--- config.mk ---
export PLATFORM = sky130hd
export DESIGN_NAME = uart_string_tx
export DESIGN_NICKNAME = d
export VERILOG_FILES = /design/src/rtl/uart_pkg.sv /design/src/rtl/uart_bit_timer.sv /design/src/rtl/uart_string_tx.sv
export SDC_FILE = /design/constraint.sdc
export NUM_CORES = 1
export LEC_CHECK = 0
export ABC_AREA = 1
export BUFFER_PORTS_ARGS = -buffer_cell sky130_fd_sc_hd__buf_2
export CELL_PAD_IN_SITES_DETAIL_PLACEMENT = 1
export CELL_PAD_IN_SITES_GLOBAL_PLACEMENT = 2
export CORE_UTILIZATION = 35
export CTS_BUF_LIST = sky130_fd_sc_hd__clkbuf_8 sky130_fd_sc_hd__clkbuf_16
export DETAILED_ROUTE_END_ITERATION = 8
export GPL_TIMING_DRIVEN = 0
export PLACE_DENSITY = 0.75
export SYNTH_ARGS = -nofsm -noshare
export SYNTH_HDL_FRONTEND = slang
export SYNTH_SLANG_ARGS = --single-unit
--- constraint.sdc ---
create_clock -name i_clock -period 1.75 [get_ports i_clock]
set_input_delay 0.175 -clock i_clock [delete_from_list [all_inputs] [get_ports i_clock]]
set_output_delay 0.175 -clock i_clock [all_outputs]
set_load 0.1 [all_outputs]
--- src/rtl/uart_pkg.sv ---
// UART string transmitter shared definitions.
// State encodings and framing constants.
package uart_pkg;

  localparam logic [2:0] S_IDLE   = 3'd0;
  localparam logic [2:0] S_FETCH  = 3'd1;
  localparam logic [2:0] S_START  = 3'd2;
  localparam logic [2:0] S_DATA   = 3'd3;
  localparam logic [2:0] S_STOP   = 3'd4;
  localparam logic [2:0] S_REWIND = 3'd5;

  localparam int CLKS_PER_BIT_DEF = 104;
  localparam int FRAME_BITS       = 10;

endpackage

--- src/rtl/uart_bit_timer.sv ---
// UART bit-period timer.
// Counts 0..CLKS_PER_BIT-1 and ticks on the last count.
module uart_bit_timer #(
  parameter int CLKS_PER_BIT = 104
) (
  input  logic i_clock,
  input  logic i_reset_n,
  input  logic i_restart,
  output logic o_tick
);

  localparam int W =
    (CLKS_PER_BIT > 2) ? $clog2(CLKS_PER_BIT) : 1;
  localparam logic [W-1:0] LAST = W'(CLKS_PER_BIT - 1);

  logic [W-1:0] cnt;

  assign o_tick = (cnt == LAST);

  always_ff @(posedge i_clock or negedge i_reset_n) begin
    if (!i_reset_n) begin
      cnt <= '0;
    end else if (i_restart || o_tick) begin
      cnt <= '0;
    end else begin
      cnt <= cnt + W'(1);
    end
  end

endmodule

--- src/rtl/uart_string_tx.sv ---
// Streams a NUL-terminated byte string out as UART 8N1 frames.
// Rewinds the source at the terminator, guards runaway strings.
module uart_string_tx
  import uart_pkg::*;
#(
  parameter int CLKS_PER_BIT = CLKS_PER_BIT_DEF,
  parameter int MAX_LEN      = 128
) (
  input  logic       i_clock,
  input  logic       i_reset_n,
  input  logic       i_start,
  input  logic [7:0] i_data,
  output logic       o_next,
  output logic       o_tx,
  output logic       o_busy,
  output logic       o_done,
  output logic       o_trunc
);

  localparam int CW = $clog2(MAX_LEN + 1);
  localparam logic [CW-1:0] CNT_MAX = CW'(MAX_LEN);

  logic [2:0]    state_q, state_d;
  logic [CW-1:0] cnt_q, cnt_d;
  logic [7:0]    sh_q, sh_d;
  logic [2:0]    idx_q, idx_d;
  logic          tx_d;
  logic          next_d;
  logic          done_d;
  logic          trunc_d;
  logic          tick;
  logic          restart;

  // Timer only runs while a frame is on the line.
  assign restart = (state_q == S_IDLE)
                || (state_q == S_FETCH)
                || (state_q == S_REWIND);

  uart_bit_timer #(
    .CLKS_PER_BIT(CLKS_PER_BIT)
  ) u_timer (
    .i_clock  (i_clock),
    .i_reset_n(i_reset_n),
    .i_restart(restart),
    .o_tick   (tick)
  );

  always_comb begin
    state_d = state_q;
    cnt_d   = cnt_q;
    sh_d    = sh_q;
    idx_d   = idx_q;
    next_d  = 1'b0;
    done_d  = 1'b0;
    trunc_d = 1'b0;
    unique case (state_q)
      S_IDLE: begin
        cnt_d = '0;
        idx_d = '0;
        if (i_start) state_d = S_FETCH;
      end
      S_FETCH: begin
        if (i_data == 8'h00) begin
          state_d = S_REWIND;
          next_d  = 1'b1;
        end else if (cnt_q == CNT_MAX) begin
          state_d = S_IDLE;
          done_d  = 1'b1;
          trunc_d = 1'b1;
        end else begin
          state_d = S_START;
          sh_d    = i_data;
          cnt_d   = cnt_q + CW'(1);
          idx_d   = '0;
          next_d  = 1'b1;
        end
      end
      S_START: begin
        if (tick) state_d = S_DATA;
      end
      S_DATA: begin
        if (tick) begin
          idx_d = idx_q + 3'd1;
          if (idx_q == 3'd7) state_d = S_STOP;
          else sh_d = {1'b0, sh_q[7:1]};
        end
      end
      S_STOP: begin
        if (tick) state_d = S_FETCH;
      end
      S_REWIND: begin
        state_d = S_IDLE;
        done_d  = 1'b1;
      end
      default: state_d = S_IDLE;
    endcase

    // Line level follows the state being entered.
    unique case (1'b1)
      (state_d == S_START): tx_d = 1'b0;
      (state_d == S_DATA):  tx_d = sh_d[0];
      default:              tx_d = 1'b1;
    endcase
  end

  always_ff @(posedge i_clock or negedge i_reset_n) begin
    if (!i_reset_n) begin
      state_q <= S_IDLE;
      cnt_q   <= '0;
      sh_q    <= '0;
      idx_q   <= '0;
      o_tx    <= 1'b1;
      o_next  <= 1'b0;
      o_busy  <= 1'b0;
      o_done  <= 1'b0;
      o_trunc <= 1'b0;
    end else begin
      state_q <= state_d;
      cnt_q   <= cnt_d;
      sh_q    <= sh_d;
      idx_q   <= idx_d;
      o_tx    <= tx_d;
      o_next  <= next_d;
      o_busy  <= (state_d != S_IDLE);
      o_done  <= done_d;
      o_trunc <= trunc_d;
    end
  end

endmodule

Word level (Yosys, flattened, before mapping) --
Cells that the tools add are included.
Word-level totals: flip-flop bits (word level) 34, bits of input ports 11, output and inout bits 5, word-level logic and storage cells 69
Cells by class: add/sub/neg operators 3, equality and inequality tests 14, mux-type cells 29, reductions and logical operators 12
Operators with widths (count):
- 8-bit 2-to-1 mux | 6
- 8-bit one-hot mux with 2 select lines | 2
- 3-bit 2-to-1 mux | 9
- 3-bit one-hot mux with 5 select lines | 1
- 3-bit by 2-bit == test with 1-bit output (second input constant) | 4
- 3-bit == test (second input constant) | 3
- 3-bit one-hot mux with 3 select lines | 1
- 8-bit by 1-bit adder with 8-bit output (second input constant) | 1
- 8-bit == test (second input constant) | 1
- 8-bit logical NOT | 1
- 7-bit by 1-bit adder with 7-bit output (second input constant) | 1
- 7-bit == test (second input constant) | 1
- 7-bit 2-to-1 mux | 1
- 1-bit 2-to-1 mux | 6
- 2-bit inequality test (second input constant) | 3
- 3-bit nonzero test | 2
- 5-bit AND reduction | 1
- 1-bit one-hot mux with 2 select lines | 2
- 4-bit AND reduction | 1
- 2-bit nonzero test | 2
- 3-bit by 1-bit adder with 3-bit output (second input constant) | 1
- 3-bit by 1-bit == test with 1-bit output (second input constant) | 1
- 3-bit logical NOT | 1
- 1-bit logical OR | 3
- other kinds (3) | 3

Depth between registers and ports, before layout --
Gate-level depths: netlist of run 1.
word-level depth 6, depth in mapped cells 12, depth with buffers taken out 12

By module --
Synthesis of run 1 repeated with hierarchy kept, for this count alone.
Unflattened totals: cells, all modules 232, area, all modules 1838.0 um^2
By module, submodules not included:
- uart_string_tx | instances 1, cells each 187, area each 1483.9 um^2, sequential area each 676.9 um^2
- uart_bit_timer | instances 1, cells each 45, area each 354.1 um^2, sequential area each 175.2 um^2

Least setup slack after synthesis of run 1 --
OpenSTA, ideal clock, no wires.
kind reg-to-reg, from register idx_q[0], to register sh_q[1], setup time 0.116 ns, arrival 1.359 ns, required time 1.634 ns, slack 0.275 ns, cell stages (with the launch flop) 9, buffers on the path 0, period minus slack after synthesis 1.475 ns, cells stage by stage dfrtp_1 ha_1 ha_1 inv_1 nand3_1 nand2_1 inv_2 nand2_1 nand2_1
Between the ends: cells in the longest elaborated chain, start to end 3
Ends and longest elaborated chain:
- start, declared | RTL line uart_string_tx.sv:26 | logic [2:0] idx_q, idx_d;
- start signal, assigned | RTL line uart_string_tx.sv:121 | idx_q <= idx_d;
- 3-bit == test | RTL line uart_string_tx.sv:84 | if (idx_q == 3'd7) state_d = S_STOP;
- 2-bit inequality test (no line)
- 5-bit AND reduction (no line)
- end signal, assigned | RTL line uart_string_tx.sv:110 | sh_q <= '0;
- end signal, assigned | RTL line uart_string_tx.sv:120 | sh_q <= sh_d;
- end, declared | RTL line uart_string_tx.sv:25 | logic [7:0] sh_q, sh_d;
No other way between the ends. A chain may end at the register's enable or synchronous reset.

Worst setup path in the final report of run 1 --
from register idx_q[0], to register o_tx
Between the ends: elaborated cells between the ends (all ways) 10, those cells by class eq/ne (3); mux (7)
RTL lines:
- 3-bit == test | RTL line uart_string_tx.sv:84
- 8-bit 2-to-1 mux | RTL line uart_string_tx.sv:84
- 8-bit 2-to-1 mux | RTL line uart_string_tx.sv:82 | if (tick) begin
- 8-bit one-hot mux with 2 select lines | RTL line uart_string_tx.sv:56 | unique case (state_q)
- net sh_d[0] | RTL line uart_string_tx.sv:25
- 1-bit one-hot mux with 2 select lines | RTL line uart_string_tx.sv:99 | unique case (1'b1)
- net tx_d | RTL line uart_string_tx.sv:27 | logic tx_d;
- end signal, assigned | RTL line uart_string_tx.sv:122 | o_tx <= tx_d;
- end, declared | RTL line uart_string_tx.sv:14 | output logic o_tx,
The timed path passes the listed nets, and every way through them passes these cells. The select of a mux whose other input is x is not followed.

==> results.json, run 1 <==
{
  "status": "complete, but fails checks",
  "violations": "negative hold slack",
  "hold_class": "input port to asynchronous set/reset pin",
  "netlist_top_cells_count": "nand2_1 (53), dfrtp_1 (33), inv_1 (30), nor2_1 (21), inv_2 (15)",
  "comb_power_share_pct": 42.9,
  "syn_area_um2": 1970,
  "worstSetupPathType": "flip-flop to flip-flop",
  "grt_overflow": 0,
  "pwr-share-seq_pct": 36.8,
  "syn_area_per_cell_um2": 7.93,
  "p_per_area_nw_per_um2": 1340,
  "setup_slack_ns": 0.136,
  "cts-buffers-inserted": 5,
  "synth_top_area_share_pct": 42.0,
  "synth_area_leaders": "dfrtp_1 (42%), nand2_1 (10%), inv_1 (5.7%)",
  "grt.total_usage_pct": 18.1,
  "post-synth-top-count-cell": "nand2_1",
  "ir_worst_vdd_v": 0.000906,
  "dp_hpwl_um": 3370,
  "setup_viol": 0,
  "fin_crit_ns": 1.61,
  "worstPathRequired_ns": 1.98,
  "cp_max_fo": 8,
  "die_h_um": 77.0,
  "cts-root-buf": "clkbuf_8",
  "grt_max_degree": 35,
  "wire_per_inst_um": 13.2,
  "fmax_mhz": 619,
  "startpoint_type": "flip-flop",
  "cts_tree": "built",
  "die-area_um2": 5920,
  "layout-drive-gt1-share_pct": 26.2,
  "io_buffers": 15,
  "power_leakage_nw": 1.11,
  "cts.sinks": 34,
  "swShare_pct": 44.6,
  "synth_largest_area_cell": "dfrtp_1",
  "cts_max_path_buffers": 2,
  "fin_crit_sh_pct": 92.2,
  "ys_seq_area_share_pct": 43.3,
  "p_int_w": 0.00166,
  "syn_to_final_growth_pct": 13.7,
  "io_pins": 16,
  "skew_ns": 0.00663,
  "whs_ns": -0.0318,
  "ys_ff_latch": 34,
  "synthDistinctLibCells": 32,
  "fp.dieW_um": 77.0,
  "worstPathArrival_ns": 1.84,
  "rsz0062_at_grt": "false",
  "initial_core_util_pct": 37.3,
  "postCtsSetupRepairBufs": 0,
  "avgViaCountPerCell": 4.66,
  "dr.pass1.iters": 4,
  "maxCapViolations": 0,
  "vias": 1588,
  "rows": 26,
  "slew_headroom_pct": 46.6,
  "finalNetCount": 286,
  "maxSlewViolCount": 0,
  "drcViolationCount": 0,
  "finalHoldViolCount": 33,
  "holdBufCountCts": 0,
  "routed_wl_um": 4490,
  "p_sw_w": 0.00133,
  "clk_pin_slew_ns": 0.07,
  "coreArea_um2": 5270,
  "grt_pass1_vias": 1718,
  "initialDrtViolationCount": 47,
  "antenna_found_initial": 0,
  "routabilityCongestion": 0.752,
  "syn_nets": 264,
  "synth_async_sr_flop_share_pct": 100,
  "synth_edf_count": 0,
  "antenna_cells": 0,
  "synthFlopType": "dfrtp_1",
  "cts_max_level": 2,
  "synthCells": 248,
  "pre_cts_slack_ns": 0.0186,
  "yosysWarnings": 0,
  "clkPwrFrac_pct": 20.4,
  "end_kind": "flip-flop",
  "worst_pin_slew_ns": 0.802,
  "grt_first_pass_wirelength_um": 8270,
  "antenna_left": 0,
  "clk_latency_ns": 0.29
}
[kinds of logic after synthesis]
kind of cell | after synthesis | synth area share [%]
DFF | 34 | 43.3
xor gates and xnor gates | 4 | 1.78
buffers and inverters | 49 | 10.2
AOI/OAI and AO/OA | 32 | 9.92
and+or+nand+nor | 124 | 31.6
adders and majority gates | 5 | 3.18
[stage by stage]
step           power, W  instances   TNS, ns  instance area [um^2]  util [%]
6_report        0.00299        341         0                  2240      42.5
5_1_grt         0.00324        341         0                  2240      42.5
4_1_cts         0.00304        341         0                  2220      42.1
3_5_place_dp    0.00242        333         0                  2130      40.4
3_3_place_gp    0.00240        333  -0.00611                  2130      40.4
2_1_floorplan   0.00212        248         0                  1970         -
[layout make-up]
cell class	count	area, um^2
sequential	34	852
tap	70	87.6
timing repair buffer	15	75.1
clock inverter	2	8.76
multi-input combinational	165	925
fill	676	3030
inverter	47	184
clock buffer	6	82.6
buffer	2	22.5
[sequential cells by signal, summed over array words and instances, names as in the netlist]
signal and cells:
o_busy 1, o_next 1, sh_q 8, o_trunc 1, state_q 3, idx_q 3, o_done 1, u_timer.cnt 7
cnt_q 8, o_tx 1
[placed cells by master, fill, tap and decap left out, types with 2 or more instances in the layout]
master	count
clkbuf_8	6
nor2_1	21
nand2_4	4
o21ai_1	12
nand2_2	7
o21ai_2	2
nor3_1	7
o21ai_0	10
dfrtp_1	33
nand2_1	52
ha_1	4
nand3_1	13
inv_2	15
a21oi_1	4
nand4_1	6
buf_6	2
nand3_2	4
nor2_2	5
xor2_1	3
inv_1	30
buf_2	15
[worst max-delay path: stages (launching register included)]
cell	delay [ns]
dfrtp_1	0.40
ha_1	0.21
ha_1	0.26
inv_4	0.14
nand2_1	0.09
nand2_1	0.07
nand3_1	0.06
nand2_1	0.08
a21oi_1	0.07
nand2_2	0.07
nand2_1	0.05
nand2_1	0.05
[power groups by stage]
stage	combinational, W	clock, W	sequential [W]
6_report	0.00128	0.000611	0.00110
5_1_grt	0.00145	0.000672	0.00112
4_1_cts	0.00131	0.000632	0.00110
2_1_floorplan	0.000802	0	0.00132
3_3_place_gp	0.00129	0	0.00111
3_5_place_dp	0.00130	0	0.00111
[repair_timing]
item,CTS,global route
endpoints found under the setup margin,4,7
pin swaps,0,0
gates cloned,0,0
hold endpoints to repair,0,0
gates resized for setup,1,6
[worst paths after layout]
| path | from | end | cells after the start | slack [ns] |
|---|---|---|---|---|
| hold / removal | i_reset_n | cnt_q[4] | 1 | -0.03 |
| setup / recovery | idx_q[0] | o_tx | 11 | 0.14 |
| hold reg to reg | sh_q[2] | sh_q[2] | 2 | 0.48 |
| setup reg to reg | idx_q[0] | o_tx | 11 | 0.14 |
| min in group i_clock | i_data[7] | sh_q[7] | 3 | 0.15 |
| max in group asynchronous | i_reset_n | sh_q[6] | 1 | 1.27 |
[per-layer routing]
metal  share of wire, %  wire length (um)  global-route usage (%)
met5                  0                 0                       0
met4                1.4                62                    6.73
met3                2.3               103                    4.40
met2                 48              2140                    28.9
met1                 49              2180                    23.5
Note: power is estimated with default switching activity, not from simulation.
==> run 2: changes to the inputs <==
--- a/config.mk
+++ b/config.mk
@@ -13,7 +13,7 @@
 export CTS_BUF_LIST = sky130_fd_sc_hd__clkbuf_8 sky130_fd_sc_hd__clkbuf_16
 export DETAILED_ROUTE_END_ITERATION = 8
 export GPL_TIMING_DRIVEN = 0
-export PLACE_DENSITY = 0.75
+export PLACE_DENSITY_LB_ADDON = 0.15
 export SYNTH_ARGS = -nofsm -noshare
 export SYNTH_HDL_FRONTEND = slang
 export SYNTH_SLANG_ARGS = --single-unit
==> run 2 against run 1 <==
Against the previous run:
- the flow now finishes without violations
- final area barely moved
- maximum frequency rose by 1.1%
- global-route usage decreased by 1.4 points
- register-to-register slack better by 0.02 ns
- highest routed layer unchanged
==> results.json, run 2 (synthesized netlist as in run 1, its figures left out) <==
{
  "path_cells": "ha_1 > nand2_2 > nor2_4 > nand2_4 > clkinv_2 > nand3_1 > nand2_1 > inv_2 > nand2_1 > nand2_1",
  "wire_per_inst_um": 12.6,
  "clk_pin_slew_ns": 0.07,
  "grt_max_degree": 35,
  "worst_pin_slew_ns": 0.788,
  "initialDrtViolationCount": 64,
  "routabilityCongestion": 0.767,
  "skew_ns": 0.00621,
  "end_kind": "flip-flop",
  "die-area_um2": 5920,
  "worstPathRequired_ns": 1.97,
  "rows": 26,
  "crit_slowest_cell": "dfrtp_1",
  "vias": 1597,
  "r2r_cells": 10,
  "routed_wl_um": 4320,
  "antenna_found_initial": 0,
  "p_per_area_nw_per_um2": 1330,
  "grt.total_usage_pct": 16.6,
  "layout-drive-gt1-share_pct": 25.4,
  "reg2reg_slack_ns": 0.15,
  "finalHoldViolCount": 0,
  "grt_pass1_vias": 1652,
  "top_regs": "cnt_q: 8 flops, sh_q: 8 flops, u_timer.cnt: 7 flops",
  "cts-buffers-inserted": 5,
  "io_pins": 16,
  "whs_ns": 0.177,
  "fp.dieW_um": 77.0,
  "dpl-instance-area_um2": 2130,
  "worstSetupPathType": "flip-flop to flip-flop",
  "rsz0062_at_grt": "false",
  "hold_class": "input port to flip-flop",
  "grt_overflow": 0,
  "initial_core_util_pct": 37.3,
  "fin_util_pct": 42.4,
  "cts.sinks": 34,
  "cp_top_family": "simple AND/OR/NAND/NOR gates",
  "fin_tns_setup_ns": 0,
  "finalNetCount": 287,
  "ir_worst_vdd_v": 0.000719,
  "io_buffers": 15,
  "antenna_left": 0,
  "dp_hpwl_um": 3280,
  "dr.pass1.iters": 4,
  "fin_crit_ns": 1.60,
  "setup_viol": 0,
  "cts_tree": "built",
  "coreArea_um2": 5270,
  "syn_to_final_growth_pct": 13.7,
  "cts_max_level": 2,
  "maxSlewViolCount": 0,
  "fmax_mhz": 626,
  "worstPathArrival_ns": 1.82,
  "clk_latency_ns": 0.28,
  "avgViaCountPerCell": 4.67,
  "path_depth": 10,
  "path_buf_inv": 2,
  "antenna_cells": 0,
  "r2r-end": "sh_q[4]",
  "cts_max_path_buffers": 2,
  "cp_max_fo": 8,
  "worst_path_most_repeated_cell": "nand2_1",
  "final_area_um2": 2240,
  "mostFrequentLayoutCell": "nand2_1",
  "power_leakage_nw": 1.11,
  "fin_crit_sh_pct": 91.3,
  "cpPeakStageDelay_ns": 0.40,
  "startpoint_type": "flip-flop",
  "postCtsSetupRepairBufs": 0,
  "die_h_um": 77.0,
  "drcViolationCount": 0,
  "hold_start": "i_data[7]",
  "cts-root-buf": "clkbuf_8",
  "slew_headroom_pct": 47.5,
  "status": "complete, no violations",
  "grt_first_pass_wirelength_um": 7670,
  "final_cell_mix": "nand2_1 (53), dfrtp_1 (33), inv_1 (30)",
  "hold_path_end": "sh_q[7]",
  "maxCapViolations": 0,
  "hold_depth": 3,
  "reg2reg_from": "u_timer.cnt[0]"
}
-- run 2: cell types whose count changed in the layout (fill, tap and decap cells not counted), sizes merged --
cell,before,now
clkinv,2,3
dlygate4sd3,0,1
inv,47,46
-- run 2: worst min-delay path, stage by stage --
cell	delay, ns
buf_2	0.11
inv_2	0.05
o22ai_1	0.08
-- run 2: metal layers --
metal / track usage [%] / vias to the layer above / routed length (um)
met2: 26.3 / 15 / 2040
met4: 6.35 / 0 / 58
met3: 3.69 / 5 / 106
met5: 0 / - / 0
li1: - / 830 / -
met1: 22.1 / 747 / 2120
-- run 2: worst max path at each step --
stage | startpoint | end | slack, ns
finish | u_timer.cnt[0] | sh_q[4] | 0.15
global route | cnt_q[1] | sh_q[4] | 0.008
CTS | idx_q[0] | o_tx | 0.11
detailed placement | idx_q[0] | o_tx | 0.02
global placement | idx_q[0] | o_tx | 0.008
floorplan | idx_q[0] | sh_q[1] | 0.28
-- run 2: layout make-up --
class / count / area [um^2]
Tap cell: 70 / 87.6
Buffer: 2 / 22.5
Clock inverter: 2 / 8.76
Sequential cell: 34 / 852
Fill cell: 679 / 3030
Timing Repair Buffer: 16 / 85.1
Inverter: 47 / 180
Clock buffer: 6 / 82.6
Multi-Input combinational cell: 165 / 917
-- run 2: power by group --
| part | total, W | internal (W) | switching, W |
|---|---|---|---|
| clock | 0.000599 | 0.000312 | 0.000287 |
| combinational | 0.00127 | 0.000361 | 0.000910 |
| sequential | 0.00110 | 0.000985 | 0.000117 |
-- run 2: timing repair --
| action | CTS | global route |
|---|---|---|
| setup endpoints to repair | 1 | 1 |
| gates resized for setup | 1 | 2 |
| hold endpoints to repair | 2 | 0 |
| hold buffers | 1 | 0 |
-- run 2: stage by stage --
step                      total power [W]  instances  setup slack [ns]
after floorplan                   0.00212        248             0.275
after global placement            0.00240        333           0.00808
after detailed placement          0.00242        333            0.0226
after CTS                         0.00304        342             0.106
after global routing              0.00324        342           0.00802
final                             0.00297        342             0.153
==> run 3: changes to the inputs <==
--- a/config.mk
+++ b/config.mk
@@ -16,4 +16,5 @@
 export PLACE_DENSITY_LB_ADDON = 0.15
 export SYNTH_ARGS = -nofsm -noshare
 export SYNTH_HDL_FRONTEND = slang
+export SYNTH_HIERARCHICAL = 1
 export SYNTH_SLANG_ARGS = --single-unit
==> run 3 against run 2 <==
Against the previous run:
- setup slack got worse by 0.0072 ns
- synthesized cell count fell by 6.5%
- largest cell class unchanged
- critical path depth rose by 2
- global-route usage rose by 0.64 points
- sequential power rose by 4%
- hold slack got worse by 0.080 ns
- sequential share of layout area rose by 1.3 points
- die area fell by 6.4%
==> results.json, run 3 <==
{
  "status": "complete, no violations",
  "grt.total_usage_pct": 17.3,
  "netlist_top_cells_count": "nand2_1 (66), dfrtp_1 (33), nand3_1 (26), nor2_1 (23), inv_1 (21)",
  "synthCells": 232,
  "initialDrtViolationCount": 67,
  "avgViaCountPerCell": 4.71,
  "top_regs": "cnt_q: 8 flops, sh_q: 8 flops, u_timer/cnt: 7 flops",
  "cp_max_fo": 6,
  "synth_top_area_share_pct": 44.9,
  "reg2reg_from": "u_timer/cnt[0]",
  "startpoint_type": "flip-flop",
  "finalPower_w": 0.00297,
  "cts.sinks": 34,
  "syn_area_um2": 1840,
  "dp_hpwl_um": 2950,
  "clk_pin_slew_ns": 0.07,
  "worstSetupPathType": "flip-flop to flip-flop",
  "fin_crit_ns": 1.60,
  "final_cell_mix": "nand2_1 (65), dfrtp_1 (33), nand3_1 (26)",
  "syn_nets": 248,
  "swShare_pct": 44.1,
  "io_buffers": 15,
  "hold_start": "i_data[7]",
  "ys_ff_latch": 34,
  "grt_pass1_vias": 1576,
  "synth_top_family_by_area": "simple AND/OR/NAND/NOR gates",
  "die-area_um2": 5550,
  "synth-xor-area-share_pct": 2.38,
  "cts-root-buf": "clkbuf_8",
  "post-synth-top-count-cell": "nand2_1",
  "cts_max_path_buffers": 2,
  "clkPwrFrac_pct": 20.1,
  "multi_input_area_um2": 873,
  "worstPathArrival_ns": 1.83,
  "rows": 26,
  "vias": 1563,
  "die_h_um": 74.5,
  "cts_max_level": 2,
  "fin_crit_sh_pct": 91.7,
  "grt_first_pass_wirelength_um": 7130,
  "placedCellCount": 317,
  "fmax_mhz": 623,
  "num-fill-cells": 649,
  "antenna_left": 0,
  "worstPathRequired_ns": 1.98,
  "yosysWarnings": 6,
  "dpl-instance-area_um2": 2000,
  "p_sw_w": 0.00131,
  "setup_viol": 0,
  "critPathLaunch": "u_timer/cnt[0]",
  "ys_seq_area_share_pct": 46.4,
  "end_kind": "flip-flop",
  "synthAdderAreaFrac_pct": 3.40,
  "p_per_area_nw_per_um2": 1370,
  "worst_pin_slew_ns": 0.779,
  "skew_ns": 0.00458,
  "fin_tns_setup_ns": 0,
  "antenna_cells": 0,
  "synth-compound-area-share_pct": 5.24,
  "maxCapViolations": 0,
  "p_int_w": 0.00166,
  "cts-buffers-inserted": 5,
  "routed_wl_um": 4050,
  "routabilityCongestion": 0.716,
  "synthFlopType": "dfrtp_1",
  "wire_per_inst_um": 12.2,
  "comb_power_share_pct": 41.6,
  "synth_async_sr_flop_share_pct": 100,
  "synth_largest_area_cell": "dfrtp_1",
  "stdcell_count": 332,
  "grt_overflow": 0,
  "drcViolationCount": 0,
  "mostFrequentLayoutCell": "nand2_1",
  "final_area_um2": 2160,
  "maxSlewViolCount": 0,
  "synth_edf_count": 0,
  "io_pins": 16,
  "synth-simple-area-share_pct": 35.7,
  "pwr-share-seq_pct": 38.2,
  "layout-drive-gt1-share_pct": 22.9,
  "regArea_um2": 852,
  "fp.dieW_um": 74.5,
  "antenna_found_initial": 0,
  "finalNetCount": 277,
  "syn_area_per_cell_um2": 7.92,
  "initial_core_util_pct": 36.2,
  "coreArea_um2": 5070,
  "cts_tree": "built",
  "finalHoldViolCount": 0,
  "ir_worst_vdd_v": 0.000685,
  "grt_max_degree": 35,
  "fin_util_pct": 42.7,
  "dr.pass1.iters": 4,
  "syn_to_final_growth_pct": 17.8,
  "clk_latency_ns": 0.29,
  "synth_area_leaders": "dfrtp_1 (45%), nand2_1 (13%), nand3_1 (7.1%)",
  "synth.area.mux_share_pct": 0,
  "power_leakage_nw": 1.08,
  "hold_class": "input port to flip-flop",
  "synthDistinctLibCells": 25,
  "slew_headroom_pct": 48.1
}
-- run 3: path summary, 6_finish.rpt --
kind / slack [ns] / endpoint / depth (start not counted)
setup / recovery: 0.15 / o_tx / 12
hold / removal: 0.1 / sh_q[7] / 3
setup reg to reg: 0.15 / o_tx / 12
hold reg to reg: 0.48 / sh_q[7] / 2
max in group asynchronous: 0.76 / sh_q[7] / 2
min in group asynchronous: 0.50 / u_timer/cnt[6] / 2
-- run 3: area by class of cell --
class                           instances  area share (%)
Buffer                                  1           0.520
Clock buffer                            6            3.82
Clock inverter                          2           0.405
Inverter                               31            5.49
Multi-Input combinational cell        166            40.3
Sequential cell                        34            39.4
Tap cell                               70            4.05
Timing Repair Buffer                   22            6.01
-- run 3: cells by family (layout without fill, tap and decap cells) --
family                     Yosys count  count (layout)
AOI/OAI and AO/OA                   17              17
xor gates and xnor gates             5               5
adders and majority gates            5               5
buffers and inverters               32              62
DFF                                 34              34
and+or+nand+nor                    139             139
-- run 3: routing by layer --
metal | part of all wire [%] | vias to the layer above | global-route usage, %
met5 | 0 | - | 0
met4 | 1.6 | 0 | 6.29
met3 | 2.3 | 6 | 4.88
met2 | 50 | 14 | 28.2
met1 | 46 | 751 | 21.8
li1 | - | 792 | -
-- run 3: repair_timing --
| item | 4_1_cts | 5_1_grt |
|---|---|---|
| endpoints found under the setup margin | 7 | 12 |
| gates cloned | 0 | 0 |
| resized for setup | 2 | 3 |
| setup buffers | 1 | 5 |
| hold buffers | 1 | 0 |
| pin swaps | 1 | 0 |
| hold endpoints to repair | 33 | 0 |
-- run 3: power by group through the flow --
stage | clock network (W) | registers (W) | logic (W)
floorplan | 0 | 0.00134 | 0.000700
finish | 0.000599 | 0.00114 | 0.00124
detailed placement | 0 | 0.00115 | 0.00119
global route | 0.000654 | 0.00116 | 0.00140
CTS | 0.000628 | 0.00114 | 0.00120
global placement | 0 | 0.00115 | 0.00118
-- run 3: per-stage QoR --
stage	hold slack, ns	setup slack, ns
after global placement	0.309	-0.156
final	0.0973	0.145
after floorplan	-0.121	0.155
after detailed placement	0.307	-0.176
after global routing	0.103	-0.0145
after CTS	0.0925	0.0249
-- run 3: worst max-delay path, stage by stage (launching register included) --
cell and delay, ns:
dfrtp_1 0.43, ha_4 0.18, nand2_1 0.07, nor2_1 0.13
nand2_2 0.09, inv_4 0.09, inv_2 0.06, nor2_4 0.13
a21boi_1 0.08, nand2_1 0.08, nand3_2 0.09, nand2_1 0.07
nand2_1 0.05
